**src/rtl/kappa3_dbg_pkg.sv**
```systemverilog
// kappa3_dbg_pkg: shared FSM state and debug op encodings for the debug responder
package kappa3_dbg_pkg;
  typedef enum logic [2:0] {S_IDLE, S_REG, S_MEM_REQ, S_MEM_WAIT, S_DONE} state_t;
  typedef enum logic [1:0] {OP_PC, OP_REG, OP_MWR, OP_MRD} op_t;
endpackage

```
**src/rtl/dbg_edge_detect.sv**
```systemverilog
// dbg_edge_detect: registered rising-edge detector for one host strobe level
module dbg_edge_detect (
  input  logic clock,
  input  logic reset,
  input  logic i_strobe,
  output logic o_edge
);
  logic r_prev, r_arm;
  always_ff @(posedge clock or posedge reset)
    if (reset) begin
      r_prev <= 1'b0;
      r_arm  <= 1'b0;
    end else begin
      r_prev <= i_strobe;
      r_arm  <= 1'b1;
    end
  // r_arm masks the first clock after reset so a level already high is not an edge
  assign o_edge = r_arm & i_strobe & ~r_prev;
endmodule

```
**src/rtl/kappa3_dbg_responder.sv**
```systemverilog
// kappa3_dbg_responder: host debug strobes to core PC/register writes and memory accesses
module kappa3_dbg_responder
  import kappa3_dbg_pkg::*;
#(
  parameter int ACK_TIMEOUT = 15,
  parameter int AW          = 32
) (
  input  logic          clock,
  input  logic          reset,
  input  logic          running,
  input  logic [31:0]   dbg_in,
  input  logic          dbg_pc_ld,
  input  logic          dbg_reg_ld,
  input  logic          dbg_mem_read,
  input  logic          dbg_mem_write,
  input  logic [4:0]    dbg_reg_addr,
  input  logic [AW-1:0] dbg_mem_addr,
  output logic [31:0]   dbg_reg_out,
  output logic [31:0]   dbg_mem_out,
  output logic          busy,
  output logic          err,
  output logic          pc_ld,
  output logic [31:0]   pc_d,
  output logic          rf_we,
  output logic [4:0]    rf_waddr,
  output logic [31:0]   rf_wdata,
  output logic [4:0]    rf_raddr,
  input  logic [31:0]   rf_rdata,
  output logic          mem_req,
  output logic          mem_we,
  output logic [AW-1:0] mem_addr,
  output logic [31:0]   mem_wdata,
  input  logic          mem_ack,
  input  logic [31:0]   mem_rdata
);
  localparam int CW = $clog2(ACK_TIMEOUT + 1);
  localparam logic [CW-1:0] CNT_LAST = CW'(ACK_TIMEOUT - 1);
  state_t        r_state, w_next;
  op_t           r_op, w_op;
  logic [CW-1:0] r_cnt;
  logic [31:0]   r_data, r_reg_out, r_mem_out;
  logic [AW-1:0] r_addr;
  logic [4:0]    r_waddr;
  logic          r_err;
  logic [3:0]    w_strb, w_edge;
  logic          w_any, w_idle, w_multi, w_accept, w_mem, w_timeout, w_err;
  assign w_strb = {dbg_mem_read, dbg_mem_write, dbg_reg_ld, dbg_pc_ld};
  for (genvar i = 0; i < 4; i++) begin : g_ed
    dbg_edge_detect u_ed (
      .clock   (clock),
      .reset   (reset),
      .i_strobe(w_strb[i]),
      .o_edge  (w_edge[i])
    );
  end
  assign w_any    = |w_edge;
  assign w_idle   = r_state == S_IDLE;
  assign w_mem    = r_state == S_MEM_REQ || r_state == S_MEM_WAIT;
  assign w_multi  = (w_edge & (w_edge - 4'd1)) != 4'd0;
  assign w_accept = w_any & w_idle & ~running;
  assign w_op     = w_edge[0] ? OP_PC : w_edge[1] ? OP_REG : w_edge[2] ? OP_MWR : OP_MRD;
  // Dropped edges (busy, running, lower priority) and timeouts all flag err
  assign w_err    = (w_any & (~w_idle | running | w_multi)) | w_timeout;
  always_comb begin
    w_next    = r_state;
    w_timeout = 1'b0;
    case (r_state)
      S_IDLE:
        if (w_accept) w_next = (w_op == OP_PC || w_op == OP_REG) ? S_REG : S_MEM_REQ;
      S_REG: w_next = S_DONE;
      S_MEM_REQ, S_MEM_WAIT:
        if (mem_ack) w_next = S_DONE;
        else if (r_cnt == CNT_LAST) begin
          w_next    = S_DONE;
          w_timeout = 1'b1;
        end else w_next = S_MEM_WAIT;
      default: w_next = S_IDLE;
    endcase
  end
  always_ff @(posedge clock or posedge reset)
    if (reset) begin
      r_state   <= S_IDLE;
      r_op      <= OP_PC;
      r_cnt     <= '0;
      r_data    <= '0;
      r_addr    <= '0;
      r_waddr   <= '0;
      r_err     <= 1'b0;
      r_reg_out <= '0;
      r_mem_out <= '0;
    end else begin
      r_state   <= w_next;
      r_err     <= r_err | w_err;
      r_reg_out <= rf_rdata;
      r_cnt     <= w_mem ? r_cnt + CW'(1) : '0;
      if (w_accept) begin
        r_op    <= w_op;
        r_data  <= dbg_in;
        r_addr  <= dbg_mem_addr;
        r_waddr <= dbg_reg_addr;
      end
      if (w_mem && mem_ack && r_op == OP_MRD) r_mem_out <= mem_rdata;
    end
  assign busy        = ~w_idle;
  assign err         = r_err;
  assign pc_ld       = r_state == S_REG && r_op == OP_PC;
  assign rf_we       = r_state == S_REG && r_op == OP_REG;
  assign pc_d        = r_data;
  assign rf_waddr    = r_waddr;
  assign rf_wdata    = r_data;
  assign rf_raddr    = dbg_reg_addr;
  assign dbg_reg_out = r_reg_out;
  assign dbg_mem_out = r_mem_out;
  assign mem_req     = w_mem;
  assign mem_we      = w_mem && r_op == OP_MWR;
  assign mem_addr    = r_addr;
  assign mem_wdata   = r_data;
endmodule
```
**config.mk**
```make
export PLATFORM = sky130hd
export DESIGN_NAME = kappa3_dbg_responder
export DESIGN_NICKNAME = d
export VERILOG_FILES = /design/src/rtl/kappa3_dbg_pkg.sv /design/src/rtl/dbg_edge_detect.sv /design/src/rtl/kappa3_dbg_responder.sv
export SDC_FILE = /design/constraint.sdc
export NUM_CORES = 1
export LEC_CHECK = 0
export BUFFER_PORTS_ARGS = -buffer_cell sky130_fd_sc_hd__buf_4
export CAP_MARGIN = 5
export CORE_AREA = 8 8 130 132
export DETAILED_ROUTE_END_ITERATION = 10
export DIE_AREA = 0 0 138 140
export GPL_TIMING_DRIVEN = 0
export PLACE_DENSITY = 0.8
export SLEW_MARGIN = 20
export SYNTH_ARGS = -nofsm -noshare
export SYNTH_HDL_FRONTEND = slang
export SYNTH_SLANG_ARGS = --single-unit
```
**constraint.sdc**
```tcl
create_clock -name clock -period 9.7 [get_ports clock]
set_input_delay 1.455 -clock clock [delete_from_list [all_inputs] [get_ports clock]]
set_output_delay 1.455 -clock clock [all_outputs]
set_load 0.02 [all_outputs]
```
# --- Yosys cells after proc, flatten, opt, wreduce, memory -nomap -nowiden ---
# Index checks and enable logic that the tools add are counted.
totals:
  ram_bits: 0
  reg_bits: 148
  romBits: 0
  n_memories: 0
  latchBits: 0
  wordCells: 72
classes:
  mul: 0
  shifts: 0
  n_reduce_logical: 13
  mux: 12
  add_sub_neg: 2
  n_eq_ne: 9
  bitwise: 22
  order_cmp: 0
  n_div: 0
op_table:
  columns: ["op", "n"]
  rows:
  - ["1-bit AND", 11]
  - ["3-bit two-way mux", 3]
  - ["3-bit one-hot mux with 3 select lines", 1]
  - ["3-bit by 2-bit == test with 1-bit output (second input constant)", 2]
  - ["2-bit two-way mux", 3]
  - ["1-bit inverter", 6]
  - ["1-bit logical AND", 5]
  - ["4-bit by 1-bit adder with 4-bit output (second input constant)", 1]
  - ["4-bit AND", 1]
  - ["2-bit by 1-bit == test with 1-bit output (second input constant)", 2]
  - ["2-bit == test (second input constant)", 2]
  - ["4-bit == test (second input constant)", 1]
  - ["2-bit logical NOT", 2]
  - ["1-bit two-way mux", 4]
  - ["4-bit two-way mux", 1]
  - ["1-bit bitwise OR", 4]
  - ["4-bit nonzero test", 1]
  - ["4-bit OR reduction", 1]
  - ["4-bit by 1-bit subtractor with 4-bit output (second input constant)", 1]
  - ["3-bit by 1-bit == test with 1-bit output (second input constant)", 1]
  - ["3-bit logical NOT", 1]
  - ["1-bit logical OR", 2]
  - ["2-bit by 1-bit inequality test with 1-bit output (second input constant)", 1]
  - ["2-bit OR reduction", 1]

# --- Longest topological paths before layout ---
logic_depth:
  ltp_word: 10
  ltp_mapped: 6
  ltp_nobuf: 5

# --- Hierarchy ---
# From an unflattened synthesis, not the netlist that was laid out.
hier_totals:
  cells_unflattened: 391
  hier_area_um2: 5953.2
by_module_without_submodules:
  columns: ["mod", "seq_area_each_um2", "area_per_inst_um2", "cells_each", "n_inst"]
  rows:
  - ["kappa3_dbg_responder", 3578.4, 5688.0, 371, 1]
  - ["dbg_edge_detect", 50.0, 66.3, 5, 4]

# --- Least setup slack after synthesis ---
# Ideal clock, no wire load.
synth_path:
  path_type: "in2out"
  start: "input dbg_reg_addr[0]"
  end: "output rf_raddr[0]"
  n_path_buf: 1
  t_arrival_ns: 1.589
  slack_ns: 6.656
  required_time_ns: 8.245
  cell_stages: 1
  cell_sequence: "buf_4"
synth_lines:
  columns: ["element", "line", "text"]
  rows:
  - ["start, declared", "kappa3_dbg_responder.sv:16", "input logic [4:0] dbg_reg_addr,"]
  - ["end, declared", "kappa3_dbg_responder.sv:27", "output logic [4:0] rf_raddr,"]
# No word-level cell between the ends.

# --- Final worst setup path ---
layout_path:
  start: "input dbg_reg_addr[0]"
  end: "output rf_raddr[0]"
# No word-level cell between the ends.

==> results_dict.tcl <==
set metrics [dict create \
    ys_seq_elements 148 \
    antenna_found_initial 0 \
    hold_violations 0 \
    syn_nets 522 \
    r2r_end "mem_addr[11]" \
    drive_gt1_frac 0.7378 \
    avgViaCountPerCell 4.494 \
    grt_max_degree 93 \
    cts_made_buffers 17 \
    fin_cells 947 \
    insertion_delay_ps 400 \
    fmax_mhz 303.7 \
    rsz0062_at_grt "no" \
    clock_sinks 148 \
    grtUsageTotal 0.1781 \
    antenna_left 0 \
    routed_wl_um 17310 \
    cp.required_ps 8250 \
    h-tree-depth 4 \
    syn2layout_area_growth_pct 59.92 \
    use_met3 0.08249 \
    report.final.slew_viol_count 0 \
    grt_overflow 0 \
    setup_violations 0 \
    rr_startpoint "r_state[1]" \
    placed_cells_incl_taps 916 \
    irDropWorstVdd_v 0.0001988 \
    period_minus_slack_ps 3293 \
    antenna_cells 0 \
    die_h_um 140 \
    hold_path_depth 1 \
    crit_path_start_kind "input port" \
    path_max_fanout 2 \
    cts_buffer_depth 2 \
    io_pins 349 \
    finalSetupTns_ps 0 \
    grt_use_met1 0.1802 \
    dr.pass1.iters 4 \
    fin_crit_sh 0.3395 \
    grt_busiest_layer "met2" \
    die-area_sq_um 19320 \
    grt_pass1_wl_um 27330 \
    endpoint_kind "output port" \
    post-cts-setup-buffers 0 \
    io_buffers 348 \
    syn_inst 379 \
    reg2reg_slack_ps 7590 \
    hold_end "mem_addr[13]" \
    avgSynthCellArea_sq_um 15.17 \
    drt-wirelength-per-cell_um 18.28 \
    post_cts_resized 0 \
    ctsHoldBuffers 0 \
    grt_use_met2 0.3181 \
    dp_hpwl_um 14260 \
    drcViolationCount 0 \
    grt_pass1_vias 4834 \
    hp-class "flop to flop" \
    cellPowerDensity_nw_per_um2 349.2 \
    num-nets-final 890 \
    p_leak_nw 4.656 \
    ys_seq_area_frac 0.6440 \
    ys_warn_count 0 \
    worstHoldStart "mem_addr[13]" \
    synthDistinctLibCells 31 \
    worst_ep_arrival_time_ps 1840 \
    syn-cell-area_sq_um 5751 \
    die_x_um 138 \
    clk_pin_slew_ps 60 \
    place.gp.congestion 0.7776 \
    crit_type "input port to output port" \
    status "finished clean" \
    worst_r2r_path_depth 5 \
    fin_skew_ps 8.446 \
    core_sq_um 14860 \
    max_cap_violations 0 \
    drt_iter0_markers 142 \
    initial_core_util 0.3869 \
    root_buffer "clkbuf_16" \
    row_count 45 \
    cts_tree "done" \
    vias 4256 \
]
[cell families after synthesis]
group,count (synthesis),synth area share
DFF,148,0.6440
muxes,102,0.1997
buffers and inverters,82,0.1051
and+or+nand+nor,34,0.03199
AOI/OAI and AO/OA,8,0.01110
adders and majority gates,2,0.004351
xor gates and xnor gates,2,0.003047
other,1,0.0006521
[worst max-delay path by stage]
stage                           end  cells after the start       startpoint
finish                  rf_raddr[0]                      3  dbg_reg_addr[0]
global route            rf_raddr[0]                      3  dbg_reg_addr[0]
CTS                     rf_raddr[0]                      3  dbg_reg_addr[0]
detailed placement      rf_raddr[0]                      3  dbg_reg_addr[0]
global placement    dbg_reg_out[13]                      2            reset
floorplan            dbg_mem_out[0]                      1            reset
[metal layers]
metal  vias to the layer above  wire, um
li1                       1950         -
met1                      2073      6124
met2                       215      9212
met3                        18      1678
met4                         0       298
met5                         -         0
[cell usage in the layout (no fill, tap or decap), types with 2 or more instances in the layout]
master      netlist  routed
buf_4            79     427
dfrtp_1         148     148
mux2_2           96      96
clkbuf_16         0      17
nor2_1            8       8
nand2_1           6       6
mux2_1            6       6
nor2b_1           5       5
inv_6             0       4
nand3_1           3       3
clkinv_4          0       3
clkinvlp_4        0       3
nand2b_1          2       2
inv_1             3       2
a21oi_1           2       2
ha_1              2       2
clkinv_2          0       2
[worst max-delay path, cell delays in order]
cell and delay (ps):
buf_4 110, buf_4 120, buf_4 150
[where the power goes]
group | leakage [nW] | switching [mW] | internal [mW]
clock network | 0.270 | 0.258 | 0.362
registers | 1.78 | 0.167 | 0.837
logic | 2.60 | 0.776 | 0.811
total | 4.66 | 1.20 | 2.01
[through the flow]
stage	hold slack [ps]	worst slack, ps	power [mW]	util	cell area (sq um)
floorplan	453.6	4265	1.887	-	5751
global route	515.0	6399	3.373	0.6187	9196
CTS	495.1	6405	3.258	0.6187	9196
detailed placement	480.7	6405	2.630	0.5808	8633
global placement	467.9	2921	2.580	0.5785	8598
finish	495.9	6407	3.211	0.6187	9196
[registers in the layout (all words and copies together), names as in the netlist]
register          cells
dbg_mem_out          32
dbg_reg_out          32
r_op                  2
g_ed.u_ed.r_prev      4
mem_wdata            32
r_state               3
mem_addr             32
r_cnt                 4
g_ed.u_ed.r_arm       1
rf_waddr              5
err                   1
[area by class of cell]
cell class | count | area, sq um
fill | 1153 | 5668
sequential | 148 | 3704
timing repair buffer | 349 | 2640
multi-input combinational | 149 | 1443
buffer | 79 | 593.1
clock buffer | 18 | 439.2
tap | 188 | 235.2
clock inverter | 13 | 123.9
inverter | 3 | 18.77
[synthesized netlist by cell type (all sizes together)]
cell	n	area, sq um
a21oi	3	26.28
a311o	1	10.01
buf	79	593.1
conb	1	3.750
dfrtp	148	3704
ha	2	25.02
inv	3	11.26
mux2	102	1149
nand2	6	22.52
nand2b	2	12.51
nand3	3	15.01
nand3b	1	7.510
nand4	1	6.260
nor2	9	36.29
nor2b	5	31.28
nor3	1	5.000
nor3b	1	7.510
nor4	2	18.77
nor4b	1	8.760
o21a	1	7.510
o21ai	1	5.000
o22ai	1	6.260
o2bb2ai	1	8.760
or2	1	6.260
or3	1	6.260
xnor2	1	8.760
xor2	1	8.760
Note: power is estimated with default switching activity, not from simulation.
